## config.mk

```make
export PLATFORM = sky130hd
export DESIGN_NAME = fht_but_core
export DESIGN_NICKNAME = d
export VERILOG_FILES = /design/src/rtl/fht_but_core.sv
export SDC_FILE = /design/constraint.sdc
export NUM_CORES = 1
export LEC_CHECK = 0
export CAP_MARGIN = 20
export CORE_ASPECT_RATIO = 0.5
export CORE_MARGIN = 1
export CORE_UTILIZATION = 58
export DETAILED_ROUTE_END_ITERATION = 16
export PLACE_DENSITY_LB_ADDON = 0.05
export SLEW_MARGIN = 20
export SYNTH_ARGS = -nofsm -noshare
export SYNTH_HDL_FRONTEND = slang
export SYNTH_SLANG_ARGS = --single-unit
```

## constraint.sdc

```tcl
create_clock -name iCLK -period 26.5 [get_ports iCLK]
set_input_delay 5.3 -clock iCLK [delete_from_list [all_inputs] [get_ports iCLK]]
set_output_delay 5.3 -clock iCLK [all_outputs]
set_load 0.02 [all_outputs]
```

## src/rtl/fht_but_core.sv

```systemverilog
// Radix-2 Fast Hartley Transform butterfly: Y0 = X0 + T, Y1 = X0 - T with
// T = round(X1*cos + X2*sin), saturated and registered with one cycle of latency.
module fht_but_core #(
  parameter int D_BIT  = 17,
  parameter int W_BIT  = 12,
  parameter int W_HALF = 512
) (
  input  logic               iCLK,
  input  logic               iRESET,
  input  logic [D_BIT-1:0]   iX_0,
  input  logic [D_BIT-1:0]   iX_1,
  input  logic [D_BIT-1:0]   iX_2,
  input  logic [W_BIT-1:0]   iSIN,
  input  logic [W_BIT-1:0]   iCOS,
  output logic [D_BIT-1:0]   oY_0,
  output logic [D_BIT-1:0]   oY_1
);

  localparam int SH    = $clog2(W_HALF) + 1;
  localparam int P_BIT = D_BIT + W_BIT + 1;

  localparam logic signed [P_BIT-1:0] RND_C  = P_BIT'(W_HALF);
  localparam logic signed [P_BIT-1:0] SAT_HI = P_BIT'((64'sd1 <<< (D_BIT - 1)) - 64'sd1);
  localparam logic signed [P_BIT-1:0] SAT_LO = ~SAT_HI;

  // Clamp a wide signed sum into the signed D_BIT output range.
  function automatic logic [D_BIT-1:0] sat_f(input logic signed [P_BIT-1:0] v);
    logic [D_BIT-1:0] r;
    if (v > SAT_HI) begin
      r = SAT_HI[D_BIT-1:0];
    end else if (v < SAT_LO) begin
      r = SAT_LO[D_BIT-1:0];
    end else begin
      r = v[D_BIT-1:0];
    end
    return r;
  endfunction

  logic signed [P_BIT-1:0] x0_ext_s;
  logic signed [P_BIT-1:0] x1_ext_s;
  logic signed [P_BIT-1:0] x2_ext_s;
  logic signed [P_BIT-1:0] cos_ext_s;
  logic signed [P_BIT-1:0] sin_ext_s;
  logic signed [P_BIT-1:0] prod_s;
  logic signed [P_BIT-1:0] rnd_s;
  logic signed [P_BIT-1:0] t_s;
  logic signed [P_BIT-1:0] sum0_s;
  logic signed [P_BIT-1:0] sum1_s;
  logic [D_BIT-1:0]        y0_r;
  logic [D_BIT-1:0]        y1_r;

  // Rotation, round-half-up and the two butterfly sums. Sums stay at full
  // product width so they can never wrap before saturation.
  always_comb begin
    x0_ext_s  = {{(P_BIT-D_BIT){iX_0[D_BIT-1]}}, iX_0};
    x1_ext_s  = {{(P_BIT-D_BIT){iX_1[D_BIT-1]}}, iX_1};
    x2_ext_s  = {{(P_BIT-D_BIT){iX_2[D_BIT-1]}}, iX_2};
    cos_ext_s = {{(P_BIT-W_BIT){iCOS[W_BIT-1]}}, iCOS};
    sin_ext_s = {{(P_BIT-W_BIT){iSIN[W_BIT-1]}}, iSIN};
    prod_s    = x1_ext_s * cos_ext_s + x2_ext_s * sin_ext_s;
    rnd_s     = prod_s + RND_C;
    t_s       = rnd_s >>> SH;
    sum0_s    = x0_ext_s + t_s;
    sum1_s    = x0_ext_s - t_s;
  end

  // Output registers with synchronous reset.
  always_ff @(posedge iCLK) begin
    if (iRESET) begin
      y0_r <= {D_BIT{1'b0}};
      y1_r <= {D_BIT{1'b0}};
    end else begin
      y0_r <= sat_f(sum0_s);
      y1_r <= sat_f(sum1_s);
    end
  end

  assign oY_0 = y0_r;
  assign oY_1 = y1_r;

endmodule

```

## After elaboration in Yosys (flattened, before gate mapping)

Cells that the tools add are included.
W data, S select, Z words.

- $add $sub $neg: 4
- $mul: 2
- $lt $le $gt $ge: 4
- Muxes and demuxes: 4
- Reduce and logical (&&, ||, !) cells: 2

Operators with widths:

| cell | number |
|---|---|
| $mul A17 B12 Y29 | 2 |
| $gt A21 B17 Y1 const B | 2 |
| $lt A21 B17 Y1 const B | 2 |
| $mux W17 | 2 |
| $mux W16 | 2 |
| $add A29 B29 Y30 | 1 |
| $add A30 B11 Y30 const B | 1 |
| $add A17 B20 Y21 | 1 |
| $sub A17 B20 Y21 | 1 |
| $reduce_or A2 Y1 | 2 |

- Register bits after elaboration: 34
- Input port bits: 77
- Output and inout bits: 34
- Word-level logic and storage cells: 20

## Depth between registers and ports, before layout

- Depth in word-level cells: 7
- Mapped depth: 39
- Mapped depth without buffers: 35

## Least setup slack after synthesis

No wires, ideal clock.

- Path type: input-to-reg
- From: input port iCOS[5]
- To: register y1_r[15] (netlist: oY_1[15])
- Library setup time: 0.131 ns
- Arrival: 13.699 ns
- Data required time: 26.369 ns
- Setup slack: 12.670 ns
- Stages: 35
- Path buffers: 4
- Cell sequence: clkbuf_1 > clkbuf_1 > nand2_1 > fa_1 > inv_1 > fa_1 > inv_1 > fa_1 > fa_1 > inv_1 > fa_1 > fa_1 > inv_1 > fa_1 > inv_1 > ha_1 > a21o_1 > a21oi_1 > o21a_1 > o21ai_0 > a21oi_1 > a31oi_1 > a221oi_1 > xnor2_1 > ha_1 > clkbuf_1 > or4_1 > nor4_1 > a21oi_1 > o21ai_0 > o21ai_0 > or2_2 > o311ai_4 > buf_6 > o31ai_1

- Word-level cells in the longest chain between the ends: 7

RTL lines:

| item | line | text |
|---|---|---|
| from (decl) | 14 | `input logic [W_BIT-1:0] iCOS,` |
| $mul A17 B12 Y29 * | 60 | `prod_s = x1_ext_s * cos_ext_s + x2_ext_s * sin_ext_s;` |
| $add A29 B29 Y30 * | 60 |  |
| $add A30 B11 Y30 * | 61 | `rnd_s = prod_s + RND_C;` |
| $sub A17 B20 Y21 * | 64 | `sum1_s = x0_ext_s - t_s;` |
| $lt A21 B17 Y1 | 31 | `end else if (v < SAT_LO) begin` |
| $mux W17 | 31 |  |
| $mux W16 * | 29 | `if (v > SAT_HI) begin` |
| to (signal assigned) | 71 | `y1_r <= {D_BIT{1'b0}};` |
| to (signal assigned) | 74 | `y1_r <= sat_f(sum1_s);` |
| to (decl) | 50 | `logic [D_BIT-1:0] y1_r;` |

Every way passes the cells marked *; elsewhere a longest branch is shown, timed or not.
A chain may end at the register's enable or synchronous reset.

## Worst setup path after layout

- From: input port iCOS[0]
- To: register y1_r[10] (netlist: oY_1[10])

The elaborated chain is that of the path after synthesis.

==> results.yml <==
cts:
  cts_sinks: 34
  cts_resized: 0
  h-tree-depth: 2
  cts_tree: "built"
  cts_setup_buffers: 0
  path_clk_slew_ns: 0.05
  numCtsBuffers: 5
  ctsLongestPathBuffers: 2
  holdBufCountCts: 0
  root_buffer: "clkbuf_16"
place:
  hpwl_mm: 35.07
  dp_slack_ns: 11.04
  portBuffers: 110
  gp_congestion: 0.8707
route:
  drt-pass1-iter-count: 6
  avgRoutedWirePerCell_microns: 16.63
  vias: 12390
  remaining_drc_errors: 0
  ant_nets: 0
  routed_via_density: 5.213
  drt_first_iter_violations: 692
  wl_mm: 39.51
layout:
  num-fill-cells: 2517
  seq_area_sq_um: 680.7
  nets: 2628
  finish.utilization_pct: 64.94
  areaGrowthSynthToFinish_pct: 7.951
  multi_input_area_sq_mm: 0.01492
  layout-drive-gt1-share_pct: 2.321
setup_path:
  critPathCaptureType: "flip-flop"
  cp.required_ns: 26.62
  crit_buf_inv: 5
  slowest_stage: "clkdlybuf4s50_1"
  path_class: "primary input to flip-flop"
  crit_family: "adder cells"
  crit_path_max_incr_delay_ns: 0.74
  crit_top_cell: "fa_1"
  arrival_ns: 15.33
  crit_path_start_kind: "primary input"
  path_max_fanout: 17
floorplanning:
  num_rows: 44
  initial_core_util_pct: 60.15
  dieArea_sq_mm: 0.03141
  core_sq_mm: 0.02956
  io_pins: 111
  die_h_microns: 125.8
  die_x_microns: 249.6
yosys:
  yosysTopAreaCellShare_pct: 48.97
  synth_area_sq_mm: 0.01778
  async_flop_share_pct: 0
  mappedNetlistNets: 2591
  syn_avg_cell_area_sq_um: 9.148
  synth.distinct_cells: 69
  synth_commonest_cells: "inv_1 (485), fa_1 (435), nand2_1 (215)"
  ys_seq_elements: 34
  ys.flop_type: "dfxtp_1"
  syn_inst: 1944
  synth-edff-count: 0
  yosys_warnings: 0
  synthDominantAreaCellType: "fa_1"
  yosysSeqAreaShare_pct: 3.827
  synthTopCellsByArea: "fa_1 (49%), inv_1 (10%), ha_1 (9.5%)"
  synth_most_common_cell: "inv_1"
timing:
  setup_viol: 0
  fmax_mhz: 65.76
  drv_slew: 0
  worst_slew_pin_slew_ns: 1.102
  whs_ns: 5.787
  rsz0062_at_grt: "false"
  timing.final.crit_share_pct: 57.38
  timing_hold_violations_final: 0
  worst_slack_ns: 11.29
  maxSlewHeadroom_pct: 26.30
  fin_setup_tns_ns: 0
  period_minus_slack_ns: 15.21
grt:
  globalRouteTotalUtil_pct: 27.37
  antenna_found_initial: 1
  grt_start_max_net_pins: 21
  grt_overflow: 0
  grt_pass1_vias: 13090
  grt_pass1_wl_mm: 68.23
hold_path:
  whs_endpoint: "oY_0[0]$_SDFF_PP0_"
  whs_path_depth: 4
  hp-start: "iX_0[0]"
  min_path_type: "primary input to flip-flop"
outcome:
  status: "complete, no violations"
run:
  drv_cap: 0
final cells by class:
type / count / share of cell area [%]
timing repair buffer: 114 / 5.892
inverter: 485 / 9.483
clock inverter: 2 / 0.06518
tap: 391 / 2.548
antenna: 3 / 0.03911
multi-input combinational: 1341 / 77.70
clock buffer: 6 / 0.7235
sequential: 34 / 3.546
sequential cells by signal, indices dropped and copies added, names as in the netlist:
signal	count
oY_0	17
oY_1	17
placed cells by master, fill, tap and decap left out, drive strengths merged, types with 3 or more instances in the layout:
| cell | count |
|---|---|
| o31a | 5 |
| a211oi | 5 |
| inv | 485 |
| a31oi | 9 |
| nand4 | 7 |
| fa | 435 |
| a21o | 9 |
| or3 | 4 |
| o22ai | 3 |
| o311ai | 3 |
| buf | 4 |
| o21bai | 7 |
| nor4 | 5 |
| xnor2 | 53 |
| o21ai | 36 |
| ha | 135 |
| dfxtp | 34 |
| diode | 3 |
| nor2b | 8 |
| xor2 | 14 |
| o21a | 6 |
| nand3 | 6 |
| and2 | 177 |
| nand2b | 24 |
| o31ai | 21 |
| nor2 | 70 |
| clkbuf | 6 |
| or4 | 3 |
| a21oi | 41 |
| nand2 | 215 |
| nor3 | 11 |
| a2111oi | 3 |
| clkdlybuf4s50 | 110 |
worst max-delay path by stage:
stage	slack [ns]	cells past startpoint	startpoint	endpoint
after floorplan	12.67	35	iCOS[5]	oY_1[15]$_SDFF_PP0_
after global placement	11.22	31	iCOS[0]	oY_1[5]$_SDFF_PP0_
after detailed placement	11.04	29	iCOS[1]	oY_0[2]$_SDFF_PP0_
after CTS	11.29	29	iCOS[1]	oY_0[15]$_SDFF_PP0_
after global routing	10.58	32	iSIN[3]	oY_1[10]$_SDFF_PP0_
final	11.29	31	iCOS[0]	oY_1[10]$_SDFF_PP0_
through the flow:
stage | cell area (sq um) | instances
after floorplan | 17780 | 1944
after global placement | 19030 | 2364
after detailed placement | 19030 | 2364
after CTS | 19180 | 2372
after global routing | 19190 | 2373
final | 19200 | 2376
layer usage:
layer / wire length [microns] / part of all wire [%] / vias up / GRT usage (%)
met5: 0 / 0 / - / 0
met4: 490 / 1.2 / 0 / 3.595
met3: 2054 / 5.2 / 28 / 3.328
met2: 18800 / 48 / 263 / 44.78
met1: 18160 / 46 / 6308 / 40.35
li1: - / - / 5787 / -
cells by family (layout without fill, tap and decap cells):
| kind of cell | Yosys count | count (layout) | share of synthesized area, % |
|---|---|---|---|
| AOI/OAI and AO/OA | 163 | 163 | 6.839 |
| and+or+nand+nor | 540 | 540 | 15.13 |
| xor gates and xnor gates | 67 | 67 | 3.384 |
| DFF | 34 | 34 | 3.827 |
| buffers and inverters | 569 | 607 | 12.29 |
| muxes | 1 | 1 | 0.05629 |
| other | 0 | 3 | 0 |
| adders and majority gates | 570 | 570 | 58.47 |
Power is left out: the tool's default activity adds up to more than one toggle a clock period on the data nets, which glitch-free logic cannot reach.
